==> config.mk <==
export PLATFORM = sky130hd
export DESIGN_NAME = bk_adder_arbiter
export DESIGN_NICKNAME = d
export VERILOG_FILES = /design/src/rtl/bk_adder_arbiter.sv
export SDC_FILE = /design/constraint.sdc
export NUM_CORES = 1
export LEC_CHECK = 0
export CORE_AREA = 2 2 235 237
export CTS_CLUSTER_SIZE = 40
export DETAILED_ROUTE_END_ITERATION = 10
export DIE_AREA = 0 0 237 239
export GPL_ROUTABILITY_DRIVEN = 1
export HOLD_SLACK_MARGIN = 0.08
export PLACE_DENSITY = 0.45
export REMOVE_ABC_BUFFERS = 1
export SYNTH_ARGS = -nofsm -noshare
export SYNTH_HDL_FRONTEND = slang
export SYNTH_SLANG_ARGS = --single-unit
export TNS_END_PERCENT = 20
==> constraint.sdc <==
create_clock -name clk -period 17.8 [get_ports clk]
set_input_delay 3.56 -clock clk [delete_from_list [all_inputs] [get_ports clk]]
set_output_delay 3.56 -clock clk [all_outputs]
set_load 0.03 [all_outputs]
==> src/rtl/bk_adder_arbiter.sv <==
// Round-robin shared 64-bit Brent-Kung add/subtract unit with a one-entry
// registered response buffer. Subtract is a + ~b + 1.

module BrentKungAdder64Bit (
  input  logic [63:0] a,
  input  logic [63:0] b,
  input  logic        cin,
  output logic [63:0] sum,
  output logic        cout
);

  localparam int W  = 32'sd64;
  localparam int LG = 32'sd6;

  logic [63:0] gen_s;

  // Brent-Kung prefix tree: up-sweep builds power-of-two spans, down-sweep fills the gaps; cin is folded into bit 0
  always_comb begin : prefix_tree
    logic [63:0] g_v;
    logic [63:0] p_v;
    logic [5:0]  ii;
    logic [5:0]  jj;
    g_v    = a & b;
    p_v    = a ^ b;
    g_v[0] = g_v[0] | (p_v[0] & cin);
    ii     = 6'd0;
    jj     = 6'd0;
    for (int l = 32'sd0; l < LG; l++) begin
      for (int i = 32'sd0; i < W; i++) begin
        ii = 6'(i);
        jj = (i >= (32'sd1 << l)) ? 6'(i - (32'sd1 << l)) : 6'd0;
        if (((i + 32'sd1) % (32'sd2 << l)) == 32'sd0) begin
          g_v[ii] = g_v[ii] | (p_v[ii] & g_v[jj]);
          p_v[ii] = p_v[ii] & p_v[jj];
        end else begin
          g_v[ii] = g_v[ii];
        end
      end
    end
    for (int l = LG - 32'sd2; l >= 32'sd0; l--) begin
      for (int i = 32'sd0; i < W; i++) begin
        ii = 6'(i);
        jj = (i >= (32'sd1 << l)) ? 6'(i - (32'sd1 << l)) : 6'd0;
        if ((i >= ((32'sd3 << l) - 32'sd1)) &&
            (((i + 32'sd1 + (32'sd1 << l)) % (32'sd2 << l)) == 32'sd0)) begin
          g_v[ii] = g_v[ii] | (p_v[ii] & g_v[jj]);
        end else begin
          g_v[ii] = g_v[ii];
        end
      end
    end
    gen_s = g_v;
  end

  assign sum  = (a ^ b) ^ {gen_s[62:0], cin};
  assign cout = gen_s[63];

endmodule

module bk_adder_arbiter #(
  parameter int NREQ = 4,
  parameter int ID_W = 2
) (
  input  logic                 clk,
  input  logic                 rst_n,
  input  logic [NREQ-1:0]      req_valid,
  output logic [NREQ-1:0]      req_ready,
  input  logic [64*NREQ-1:0]   req_a,
  input  logic [64*NREQ-1:0]   req_b,
  input  logic [NREQ-1:0]      req_sub,
  input  logic [NREQ-1:0]      req_cin,
  output logic                 rsp_valid,
  input  logic                 rsp_ready,
  output logic [63:0]          rsp_sum,
  output logic                 rsp_cout,
  output logic                 rsp_ovf,
  output logic [ID_W-1:0]      rsp_id
);

  typedef enum logic {EMPTY = 1'b0, FULL = 1'b1} state_t;

  state_t            state_r;
  state_t            state_nxt_s;
  logic [ID_W-1:0]   rr_ptr_r;
  logic [ID_W-1:0]   win_s;
  logic              any_s;
  logic              can_accept_s;
  logic              grant_s;
  logic [2*NREQ-1:0] rot_dbl_s;
  logic [NREQ-1:0]   rot_s;
  logic [63:0]       op_a_s;
  logic [63:0]       op_b_s;
  logic              op_sub_s;
  logic              op_cin_s;
  logic [63:0]       b_eff_s;
  logic              cin_eff_s;
  logic [63:0]       sum_s;
  logic              cout_s;
  logic              ovf_s;
  logic [63:0]       rsp_sum_r;
  logic              rsp_cout_r;
  logic              rsp_ovf_r;
  logic [ID_W-1:0]   rsp_id_r;

  // Rotating the valids by rr_ptr makes the scan start at bit 0
  assign rot_dbl_s = {req_valid, req_valid} >> rr_ptr_r;
  assign rot_s     = rot_dbl_s[NREQ-1:0];

  // Round-robin winner: first valid requester at or after rr_ptr
  always_comb begin : arbiter
    logic found;
    found = 1'b0;
    win_s = '0;
    for (int k = 32'sd0; k < NREQ; k++) begin
      if (!found && rot_s[k]) begin
        found = 1'b1;
        win_s = ID_W'((int'(rr_ptr_r) + k) % NREQ);
      end else begin
        found = found;
      end
    end
    any_s = found;
  end

  assign can_accept_s = (state_r == EMPTY) || rsp_ready;
  assign grant_s      = rst_n && can_accept_s && any_s;
  assign req_ready    = grant_s ? ({{(NREQ-1){1'b0}}, 1'b1} << win_s) : {NREQ{1'b0}};

  // Select the winner's operands
  always_comb begin : operand_mux
    op_a_s   = 64'd0;
    op_b_s   = 64'd0;
    op_sub_s = 1'b0;
    op_cin_s = 1'b0;
    for (int i = 32'sd0; i < NREQ; i++) begin
      if (win_s == ID_W'(i)) begin
        op_a_s   = req_a[64*i +: 64];
        op_b_s   = req_b[64*i +: 64];
        op_sub_s = req_sub[i];
        op_cin_s = req_cin[i];
      end else begin
        op_a_s   = op_a_s;
      end
    end
  end

  assign b_eff_s   = op_sub_s ? ~op_b_s : op_b_s;
  assign cin_eff_s = op_sub_s ? 1'b1 : op_cin_s;

  BrentKungAdder64Bit u_adder (
    .a    (op_a_s),
    .b    (b_eff_s),
    .cin  (cin_eff_s),
    .sum  (sum_s),
    .cout (cout_s)
  );

  assign ovf_s = (op_a_s[63] == b_eff_s[63]) && (sum_s[63] != op_a_s[63]);

  // Buffer next-state: a grant always fills; an accepted response with no grant empties
  always_comb begin : buffer_next
    state_nxt_s = state_r;
    case (state_r)
      EMPTY:   state_nxt_s = grant_s ? FULL : EMPTY;
      FULL:    state_nxt_s = (rsp_ready && !grant_s) ? EMPTY : FULL;
      default: state_nxt_s = EMPTY;
    endcase
  end

  // Buffer state, round-robin pointer and response payload registers
  always_ff @(posedge clk or negedge rst_n) begin
    if (!rst_n) begin
      state_r    <= EMPTY;
      rr_ptr_r   <= '0;
      rsp_sum_r  <= 64'd0;
      rsp_cout_r <= 1'b0;
      rsp_ovf_r  <= 1'b0;
      rsp_id_r   <= '0;
    end else begin
      state_r <= state_nxt_s;
      if (grant_s) begin
        rr_ptr_r   <= (win_s == ID_W'(NREQ - 1)) ? '0 : win_s + 1'b1;
        rsp_sum_r  <= sum_s;
        rsp_cout_r <= cout_s;
        rsp_ovf_r  <= ovf_s;
        rsp_id_r   <= win_s;
      end else begin
        rr_ptr_r   <= rr_ptr_r;
      end
    end
  end

  assign rsp_valid = (state_r == FULL);
  assign rsp_sum   = rsp_sum_r;
  assign rsp_cout  = rsp_cout_r;
  assign rsp_ovf   = rsp_ovf_r;
  assign rsp_id    = rsp_id_r;

endmodule

## After elaboration in Yosys (flattened, before gate mapping)

Cells that the tools add are included.

| word-level totals | value |
|---|---|
| input bits | 527 |
| output and inout port bits | 73 |
| logic and storage cells | 365 |
| flip-flop bits (word level) | 71 |

| operators by class | value |
|---|---|
| mux-type cells | 31 |
| bitwise gates (word level) | 304 |
| equality and inequality tests | 5 |
| add/subtract/negate cells | 4 |
| reductions and logical operators | 13 |
| shift-type cells | 2 |

Operator list:

| kind | number |
|---|---|
| 64-bit 2-to-1 mux | 9 |
| 1-bit bitwise AND | 178 |
| 64-bit bitwise XOR | 2 |
| 1-bit OR | 121 |
| 64-bit bitwise AND | 1 |
| 64-bit inverter | 1 |
| 1-bit 2-to-1 mux | 15 |
| 2-bit 2-to-1 mux | 5 |
| 8-bit by 2-bit >> shifter with 4-bit output | 1 |
| 1-bit logical AND | 7 |
| 2-bit by 1-bit adder with 2-bit output (second input constant) | 2 |
| 2-bit adder (second input constant) | 2 |
| 2-bit == test (second input constant) | 2 |
| 1-bit zero test | 4 |
| 4-bit 2-to-1 mux | 1 |
| 1-bit by 2-bit left shift with 4-bit output (first input constant) | 1 |
| 2-bit by 1-bit == test with 1-bit output (second input constant) | 1 |
| 2-bit zero test | 1 |
| 1-bit case mux with 2 select lines | 1 |
| 1-bit == test | 1 |
| 1-bit logical OR | 1 |
| 1-bit != test | 1 |
| 1-bit inverter | 1 |

## Logic depth before layout (Yosys ltp)

Gate-level depths: netlist of run 1.

| logic depth | value |
|---|---|
| depth in word-level cells | 44 |
| gate-level depth with buffers | 30 |
| mapped depth without buffers | 27 |

## By module

Synthesis of run 1 repeated with hierarchy kept, for this count alone.

| second synthesis, totals | value |
|---|---|
| cells, all modules | 1228 |
| area total of the unflattened synthesis | 10505.1 um2 |

By module, submodules not included:

| module | seq. area each (um2) | times used | area an instance (um2) | cells an instance |
|---|---|---|---|---|
| bk_adder_arbiter | 1776.7 | 1 | 7793.7 | 925 |
| BrentKungAdder64Bit | 0.0 | 1 | 2711.4 | 303 |

## Least setup slack after synthesis of run 1

OpenSTA, ideal clock, no wires.

| timing | value |
|---|---|
| path kind | in2out |
| start point | in req_valid[0] |
| end point | out req_ready[3] |
| cell stages on the path | 11 |
| data arrival time | 5.590 ns |
| required time | 14.240 ns |
| path slack | 8.650 ns |
| path through | inv_1 nor2_1 a21oi_1 o22ai_1 a21oi_1 ha_1 clkbuf_1 clkbuf_1 clkbuf_1 clkbuf_1 and2_1 |

| between the ends | value |
|---|---|
| cells in the longest elaborated chain, start to end | 13 |
| elaborated cells on any way between the ends | 18 |
| classes of those cells | shift (2); mux (9); reduce/logical (7) |

RTL lines:

| what | RTL line | RTL |
|---|---|---|
| start, declared | 66 | `input logic [NREQ-1:0] req_valid,` |
| 8-bit by 2-bit >> shifter with 4-bit output (*) | 106 | `assign rot_dbl_s = {req_valid, req_valid} >> rr_ptr_r;` |
| 1-bit 2-to-1 mux | 115 | `if (!found && rot_s[k]) begin` |
| 1-bit zero test | 115 |  |
| 1-bit logical AND | 115 |  |
| 1-bit 2-to-1 mux | 115 |  |
| 1-bit zero test | 115 |  |
| 1-bit logical AND | 115 |  |
| 1-bit 2-to-1 mux | 115 |  |
| 1-bit zero test | 115 |  |
| 1-bit logical AND | 115 |  |
| 2-bit 2-to-1 mux (*) | 115 |  |
| via win_s[0] | 85 | `logic [ID_W-1:0] win_s;` |
| 1-bit by 2-bit left shift with 4-bit output (*) | 127 | `assign req_ready = grant_s ? ({{(NREQ-1){1'b0}}, 1'b1} << win_s) : {NREQ{1'b0}};` |
| 4-bit 2-to-1 mux (*) | 127 |  |
| end, declared | 67 | `output logic [NREQ-1:0] req_ready,` |

The timed path passes the listed nets; every way through them passes the cells marked *.

## Worst setup path after layout of run 1

| timing | value |
|---|---|
| start point | in req_valid[1] |
| end point | reg rsp_sum_r[38], in the netlist rsp_sum[38] |

| between the ends | value |
|---|---|
| cells in the longest elaborated chain, start to end | 36 |
| elaborated cells on any way between the ends | 148 |
| classes of those cells | eq/ne (3); shift (1); mux (26); bitwise (110); reduce/logical (8) |

RTL lines:

| what | RTL line | RTL |
|---|---|---|
| 8-bit by 2-bit >> shifter with 4-bit output (*) | 106 |  |
| 1-bit 2-to-1 mux | 115 |  |
| 1-bit zero test | 115 |  |
| 1-bit logical AND | 115 |  |
| 1-bit 2-to-1 mux | 115 |  |
| 1-bit zero test | 115 |  |
| 1-bit logical AND | 115 |  |
| 1-bit 2-to-1 mux | 115 |  |
| (+3 left out) | -- |  |
| via win_s[0] | 85 |  |
| (+17 left out) | -- |  |
| 1-bit OR | 33 | `g_v[ii] = g_v[ii] \| (p_v[ii] & g_v[jj]);` |
| 1-bit bitwise AND | 33 |  |
| 1-bit OR | 33 |  |
| 1-bit bitwise AND | 46 | `g_v[ii] = g_v[ii] \| (p_v[ii] & g_v[jj]);` |
| 1-bit OR | 46 |  |
| 1-bit bitwise AND | 46 |  |
| 1-bit OR | 46 |  |
| 64-bit bitwise XOR (*) | 55 | `assign sum = (a ^ b) ^ {gen_s[62:0], cin};` |
| end signal, assigned | 183 | `rsp_sum_r <= sum_s;` |
| end, declared | 100 | `logic [63:0] rsp_sum_r;` |

Marks and branches as above.
A chain may end at the register's enable or synchronous reset.

==> results of run 1 <==
==> worst min path at each step <==
stage,slack [ps],cells after the start,startpoint,to
after global routing,500,2,rsp_sum[20],rsp_sum[20]
after detailed placement,460,2,rsp_sum[4],rsp_sum[4]
after global placement,460,2,rsp_sum[18],rsp_sum[18]
after floorplan,510,1,rr_ptr_r[0],rr_ptr_r[0]
final,470,2,rsp_sum[12],rsp_sum[12]
after CTS,480,2,rsp_sum[12],rsp_sum[12]
==> cell usage after synthesis, types with 2 or more instances <==
cell | instances | area, um2
o22ai_1 | 4 | 25.0
a21o_1 | 25 | 188
o21ai_1 | 5 | 25.0
or2_2 | 2 | 12.5
dfrtp_1 | 71 | 1780
clkbuf_1 | 64 | 240
nand4_1 | 9 | 56.3
nand2_1 | 186 | 698
xor2_1 | 49 | 429
o41ai_1 | 2 | 17.5
nand2b_1 | 3 | 18.8
ha_1 | 66 | 826
inv_1 | 65 | 244
fa_1 | 33 | 661
a22oi_1 | 129 | 968
xnor2_1 | 47 | 412
and2_1 | 4 | 25.0
o21ai_0 | 143 | 716
nand3_1 | 3 | 15.0
buf_2 | 12 | 60.1
nor4_1 | 2 | 12.5
nor2_1 | 192 | 721
a21oi_1 | 200 | 1000
o21bai_1 | 2 | 15.0
a31oi_1 | 7 | 43.8
buf_1 | 33 | 124
a21oi_2 | 3 | 26.3
nor2b_1 | 4 | 25.0
o21a_1 | 5 | 37.5
==> final cells by class <==
type | instances | area [um2]
inverter | 65 | 244
fill | 5875 | 37700
multi-input combinational | 1145 | 7260
timing repair buffer | 614 | 6120
antenna | 1 | 2.50
clock inverter | 2 | 35.0
clock buffer | 14 | 294
sequential | 71 | 1780
tap | 704 | 881
==> flip-flops by register name, indices dropped and copies added (netlist names) <==
| register | cells |
|---|---|
| rsp_id | 2 |
| rsp_sum | 64 |
| rsp_valid | 1 |
| rr_ptr_r | 2 |
| rsp_ovf | 1 |
| rsp_cout | 1 |
==> metrics by stage <==
stage                     TNS (ps)  utilization (%)  hold WS (ps)  instance area [um2]  setup slack [ps]
final                            0             30.6           474                16600              6950
after global placement           0             30.0           461                16300              6670
after CTS                        0             30.6           478                16600              6960
after floorplan             -32600                -           508                 9210              -968
after detailed placement         0             30.0           461                16300              6600
after global routing             0             30.6           496                16600              6390
==> metal layers <==
layer	up-vias	share of wire (%)	global-route usage, %
met3	30	6.2	3.98
met2	302	50	28.9
li1	5863	-	-
met4	0	1.5	3.53
met1	5204	42	18.8
met5	-	0	0
==> worst register-to-register path, stage by stage (launching register included) <==
cell      delay, ps
dfrtp_1         400
nor2_1           80
a21oi_1         120
o22ai_1          90
a21oi_1         490
ha_4            210
buf_4           680
nor2b_4         140
buf_4           340
buf_4           460
a22oi_1         300
nor2_1           60
a21oi_1         130
o21ai_0         110
xnor2_1         190
fa_1            430
fa_1            480
a211oi_1        320
o21ai_2         130
nor2_1          150
o31a_1          340
o21ai_4         170
a31oi_1         350
nor2_1          130
o41ai_2         380
o21ba_1         200
fa_1            380
o21ai_0         180
==> report_power, final <==
group	switching, mW	total, mW	internal (mW)	leakage [nW]
combinational	1.46	2.47	1.01	5.72
clock	0.0804	0.208	0.128	0.165
sequential	0.0407	0.285	0.245	0.878
total	1.58	2.97	1.38	6.76
==> cell families after synthesis <==
group	count (synthesis)	share of synthesized area (%)
AO/OA/AOI/OAI	541	33.7
multiplexers	1	0.104
flip-flops	71	18.4
AND/OR/NAND/NOR	408	16.6
XOR/XNOR	96	8.72
adder cells (fa/ha/maj)	99	15.4
buffers and inverters	174	6.93
==> impl_metrics.ini, run 1 <==
[drt]
drt_pass1_iterations = 4
dr_total_vias = 11400
wl_per_cell_um = 17.9
route.detailed.drc = 0
drt_iter0_drc = 435
wl_um = 46700
vias_per_cell = 4.36
postRouteAntennaNets = 0

[sta]
setup_violations = 0
slew_viol_final = 0
slew_headroom_pct = 36.3
finalCriticalPeriod_ps = 10850
grt_setup_unrepaired = false
fin_skew_ps = 9.82
clock.fmax_ghz = 0.0922
max_slew.worst_pin.slew_ps = 956
final_hold_viol_count = 0
fin_crit_sh_pct = 60.9

[synthesis]
synth.distinct_cells = 49
ys_ff_latch = 71
synth_ff_type = dfrtp_1
synth_edf_count = 0
syn_area_um2 = 9640
seq_area_frac_synth_pct = 18.4
syn_avg_cell_area_um2 = 6.93
yosysWarnings = 0
synthArstFlopShare_pct = 100
synth_cells = 1390

[power_and_ir_drop]
powerDensity_nw_per_um2 = 179
p_leak_nw = 6.76
p_total_mw = 2.97
vdd_drop_max_uv = 64.0

[cts]
clkTransAtPathRegs_ps = 60
hold_buffers = 0
ctsResizeCount = 0
post_cts_buffers = 0
cts_root_buf = clkbuf_16
clock-sinks = 71
htree_levels = 3
cts_made_buffers = 9
clock_latency_ps = 360
cts_tree = built
clk_path_buf_depth = 2

[grt]
grt_pass1_vias = 11500
antenna_found_initial = 1
grt-ovfl-total = 0
grt_max_degree = 139
grt_pass1_wl_um = 68500
grt_usage_pct = 15.9

[setup_path]
path_max_fanout = 77
crit_type = input pin to register
rr_worst_depth = 27
cp_top_family = compound AO/OA/AOI/OAI gates
slowest_stage = buf_4
rr_endpoint = rsp_sum[38]
crit_cells = 28
rrSetupSlack_ps = 10280
endpoint = rsp_sum[38]
worstPathRequired_ps = 18070
worstReg2RegStart = rr_ptr_r[0]
startpoint_type = input pin
critical_path.endpoint_type = register
cp-startpoint = req_valid[1]
arrival_ps = 11120
critPathBufInv = 5
cpPeakStageDelay_ps = 680

[job]
maxCapViolations = 0

[floorplanning]
dieArea_um2 = 56600
core-area_um2 = 54300
top_level_ports = 600
rows = 86
die_h_um = 239
die_w_um = 237
start_util_pct = 17.7

[place]
place_inst = 2599
hpwl_um = 38600
globalplace.congestion = 0.815
portBuffers = 599

[worst_hold_path]
hold_class = register to register

[final_layout]
drive_gt1_share_pct = 2.67
nNetsFinal = 2532
final_cells = 2616
final_common_cell = clkdlybuf4s50_1
final_cell_mix = 598 x clkdlybuf4s50_1, 200 x a21oi_1, 192 x nor2_1
area_growth_pct = 72.3

[outcome]
status = complete, no violations
Note: power is estimated with default switching activity, not from simulation.
==> run 2: changes to the inputs <==
Settings changed: CORE_AREA 2 2 235 237 to 2 2 233 235, DIE_AREA 0 0 237 239 to 0 0 235 237, PLACE_DENSITY 0.45 to 0.47.
Clock period 17.8 ns to 9 ns, I/O delays scaled along.
==> run 2 against run 1 <==
  * Non-clock buffer count decreased by 1
  * Clock skew decreased by 1.0 ps
  * Total power increased by 98%
  * Combinational power increased by 100%
  * Sequential power increased by 100%
  * Largest cell class unchanged
  * Highest routed layer unchanged
==> impl_metrics.ini, run 2 (same netlist as run 1, synthesis figures left out) <==
[grt]
grt_pass1_wl_um = 70800
grt-busiest-layer = met2
antenna_found_initial = 0
grt-ovfl-total = 0
grt_max_degree = 140
grt_usage_pct = 16.4
use_met1_pct = 19.4
use_met3_pct = 3.67
met2_usage_pct = 30.0
grt_pass1_vias = 11900

[place]
placed_area_um2 = 16300
place_inst = 2590
hpwl_um = 38500
globalplace.congestion = 0.841
place_ws_ps = 684
portBuffers = 599

[power_and_ir_drop]
p_leak_nw = 6.76
pwr-share-seq_pct = 9.7
pwr-share-clk_pct = 6.6
pwr-share-comb_pct = 83.7
vdd_drop_max_uv = 145
powerDensity_nw_per_um2 = 354
p_int_mw = 2.74
p_total_mw = 5.89
switching_share_pct = 53.5
p_switching_mw = 3.15

[final_layout]
nNetsFinal = 2531
area_growth_pct = 72.6
largest_register_ffs = 64
multi_input_area_um2 = 7260
final_common_cell = clkdlybuf4s50_1
final_cell_mix = 598 x clkdlybuf4s50_1, 200 x a21oi_1, 192 x nor2_1
fill_cells = 5788
design_area_um2 = 16600
fin_util_pct = 31.2
final_cells = 2606
regArea_um2 = 1780
drive_gt1_share_pct = 2.62
n_antenna_cell = 0

[cts]
clock-sinks = 71
post_cts_buffers = 0
clock_latency_ps = 370
cts_tree = built
cts_root_buf = clkbuf_16
ctsResizeCount = 0
cts_made_buffers = 9
clkTransAtPathRegs_ps = 70
hold_buffers = 0
clk_path_buf_depth = 2
htree_levels = 3

[drt]
postRouteAntennaNets = 0
drt_pass1_iterations = 6
dr_total_vias = 11500
route.detailed.drc = 0
wl_um = 47000
vias_per_cell = 4.43
drt_iter0_drc = 380
wl_per_cell_um = 18.1

[sta]
slew_viol_final = 0
fin_crit_sh_pct = 87.6
clock.fmax_ghz = 0.127
slew_headroom_pct = 51.7
finalCriticalPeriod_ps = 7890
max_slew.worst_pin.slew_ps = 715
hold_slack_ps = 476
grt_setup_unrepaired = false
setup_violations = 0
finalSetupTns_ps = 0
fin_skew_ps = 8.80
final_hold_viol_count = 0
finalWorstSetupSlack_ps = 1110

[setup_path]
arrival_ps = 8170
cpPeakStageDelay_ps = 540
critical_path.endpoint_type = register
worstPathRequired_ps = 9280
crit_type = input pin to register
startpoint_type = input pin
slowest_stage = clkdlybuf4s50_1
path_max_fanout = 67
crit_top_cell = nor2_1

[floorplanning]
start_util_pct = 18.1
rows = 85
core-area_um2 = 53300
die_h_um = 237
top_level_ports = 600
dieArea_um2 = 55700
die_w_um = 235

[outcome]
status = complete, no violations

[worst_hold_path]
hold_class = register to register

[job]
maxCapViolations = 0
## run 2: worst paths after layout
check / from / endpoint / slack [ps] / depth (start not counted)
worst min-delay path: rsp_sum[31] / rsp_sum[31] / 480 / 2
max in group asynchronous: rst_n / rsp_sum[63] / 6580 / 2
worst max register to register: rr_ptr_r[1] / rsp_sum[38] / 2680 / 24
worst min register to register: rsp_sum[31] / rsp_sum[31] / 480 / 2
min in group asynchronous: rst_n / rsp_sum[29] / 1450 / 1
worst max-delay path: req_valid[0] / rsp_sum[38] / 1110 / 29
## run 2: worst max-delay path: cells and delay by family
family,cells,cell delay [ps]
compound gates,14,2610
buf+inv,5,1200
fa+ha+maj,4,1520
simple gates,5,860
xor+xnor,1,130
## run 2: per-layer routing
layer	vias to the layer above	part of all wire (%)	wire length [um]
met5	-	0	0
met4	0	1.4	661
met3	31	5.6	2640
met2	328	51	24100
met1	5318	42	19700
li1	5864	-	-
## run 2: power groups by stage
stage	Combinational (mW)	Sequential, mW	Clock (mW)
after floorplan	3.17	0.850	0
after detailed placement	5.01	0.575	0
final	4.93	0.569	0.391
after global routing	5.60	0.590	0.422
after global placement	4.94	0.570	0
after CTS	5.04	0.571	0.413
## run 2: cell type report
class                           count  area share, %
Clock buffer                       10           1.44
Clock inverter                      6          0.361
Inverter                           65           1.47
Multi-Input combinational cell   1145           43.6
Sequential cell                    71           10.7
Tap cell                          696           5.24
Timing Repair Buffer              613           37.2
==> run 3: changes to the inputs <==
Settings changed: CORE_AREA 2 2 233 235 to 2 2 234 236, CTS_BUF_LIST set to sky130_fd_sc_hd__clkbuf_2 sky130_fd_sc_hd__clkbuf_4 sky130_fd_sc_hd__clkbuf_8, DIE_AREA 0 0 235 237 to 0 0 236 238, DONT_BUFFER_PORTS set to 1, PLACE_DENSITY 0.47 to 0.32.
==> run 3 against run 2 <==
  * Non-clock buffer count fell by 591
  * Total power fell by 11%
  * Sequential power rose by 62%
  * Hold slack improved by 88 ps
  * Clock power fell by 26%
  * Critical path depth fell by 3
  * Core utilization fell by 11 points
  * Setup slack improved by 250 ps
  * Sequential share of layout area rose by 6.1 points
  * Fmax rose by 3.2%
  * Register-to-register slack got worse by 320 ps
==> impl_metrics.ini, run 3 (same netlist as run 1, synthesis figures left out) <==
[setup_path]
worstReg2RegStart = rr_ptr_r[0]
startpoint_type = input pin
worstPathRequired_ps = 9340
slowest_stage = fa_1
path_max_fanout = 18
rr_worst_depth = 25
cp_top_family = compound AO/OA/AOI/OAI gates
crit_type = input pin to register
critical_path.endpoint_type = register
crit_top_cell = nor2_1
rr_endpoint = rsp_sum[38]
cpPeakStageDelay_ps = 510
arrival_ps = 7980
rrSetupSlack_ps = 2360
cp-startpoint = req_valid[0]
critPathBufInv = 3

[sta]
clock.fmax_ghz = 0.131
max_slew.worst_pin.slew_ps = 916
grt_setup_unrepaired = false
fin_crit_sh_pct = 84.9
finalCriticalPeriod_ps = 7640
slew_viol_final = 0
hold_slack_ps = 564
setup_violations = 0
final_hold_viol_count = 0
slew_headroom_pct = 39.0
fin_skew_ps = 13.6

[cts]
ctsResizeCount = 0
clock_latency_ps = 420
htree_levels = 3
clkTransAtPathRegs_ps = 100
clk_path_buf_depth = 2
post_cts_buffers = 0
hold_buffers = 0
cts_root_buf = clkbuf_8
cts_tree = built
clock-sinks = 71
cts_made_buffers = 9

[final_layout]
nNetsFinal = 1940
final_cell_mix = 200 x a21oi_1, 192 x nor2_1, 186 x nand2_1
drive_gt1_share_pct = 4.40
design_area_um2 = 10600
largest_register_ffs = 64
area_growth_pct = 9.59
final_cells = 2018
final_common_cell = a21oi_1

[place]
portBuffers = 0
hpwl_um = 33400
globalplace.congestion = 0.811
place_inst = 1999
placed_area_um2 = 10400

[floorplanning]
die_w_um = 236
start_util_pct = 18.0
core-area_um2 = 53500
top_level_ports = 600
rows = 85
dieArea_um2 = 56200
die_h_um = 238

[power_and_ir_drop]
p_leak_nw = 4.41
p_total_mw = 5.24
powerDensity_nw_per_um2 = 496
pwr-share-clk_pct = 5.6
p_switching_mw = 3.04
vdd_drop_max_uv = 98.7
p_int_mw = 2.20
pwr-share-comb_pct = 76.8
switching_share_pct = 58.0
pwr-share-seq_pct = 17.6

[drt]
drt_iter0_drc = 460
wl_per_cell_um = 20.1
drt_pass1_iterations = 5
postRouteAntennaNets = 0
dr_total_vias = 9214
vias_per_cell = 4.57
route.detailed.drc = 0
wl_um = 40500

[grt]
antenna_found_initial = 3
grt_pass1_wl_um = 58200
grt_pass1_vias = 9203
grt_max_degree = 118
grt-ovfl-total = 0
grt_usage_pct = 13.9

[worst_hold_path]
whs_endpoint = rr_ptr_r[0]
hp-start = rr_ptr_r[0]
min_path_cells = 1
hold_class = register to register

[job]
maxCapViolations = 0

[outcome]
status = complete, no violations
run 3: cell types whose count changed in the layout (fill, tap and decap cells not counted), moves of 3 or more:
cell,change
clkbuf_8,+8
diode_2,+3
buf_4,+10
clkbuf_16,-9
buf_12,-3
clkdlybuf4s50_1,-598
run 3: power by group through the flow:
| stage | combinational [mW] | clock (mW) | sequential (mW) |
|---|---|---|---|
| detailed placement | 4.12 | 0 | 0.947 |
| CTS | 4.15 | 0.318 | 0.940 |
| global placement | 4.12 | 0 | 0.948 |
| floorplan | 3.17 | 0 | 0.850 |
| global route | 4.68 | 0.329 | 0.950 |
| finish | 4.02 | 0.291 | 0.924 |
run 3: worst max path at each step:
stage | endpoint | slack, ps | cells after the start
6_report | rsp_sum[38] | 1360 | 26
5_1_grt | rsp_sum[38] | 800 | 26
4_1_cts | rsp_sum[54] | 1330 | 26
3_5_place_dp | rsp_sum[54] | 850 | 26
3_3_place_gp | rsp_sum[54] | 960 | 26
2_1_floorplan | rsp_sum[38] | -8010 | 24
run 3: final cells by class:
type | instances | area, um2
inverters | 65 | 244
clock buffers | 9 | 124
clock inverters | 7 | 63.8
flip-flops and latches | 71 | 1780
well taps | 696 | 871
multi-input cells | 1145 | 7260
repair buffers | 22 | 215
fillers | 6107 | 42900
diodes | 3 | 7.51
run 3: layer usage:
| layer | wire, um | track usage [%] |
|---|---|---|
| met2 | 19900 | 24.1 |
| met5 | 0 | 0 |
| met1 | 17600 | 17.1 |
| met4 | 780 | 3.82 |
| met3 | 2300 | 3.53 |
run 3: per-stage QoR:
stage	setup WS [ps]	setup TNS, ps	utilization, %
detailed placement	853	0	19.4
finish	1360	0	19.7
global route	804	0	19.7
floorplan	-8010	-492180	-
global placement	963	0	19.4
CTS	1330	0	19.7
run 3: worst reg2reg max path: cells and delay by family (launching register included):
kind | cells | cell delay (ps)
AND/OR/NAND/NOR | 5 | 650
flip-flops | 1 | 400
buffers and inverters | 2 | 410
AO/OA/AOI/OAI | 14 | 3440
adder cells (fa/ha/maj) | 4 | 1660
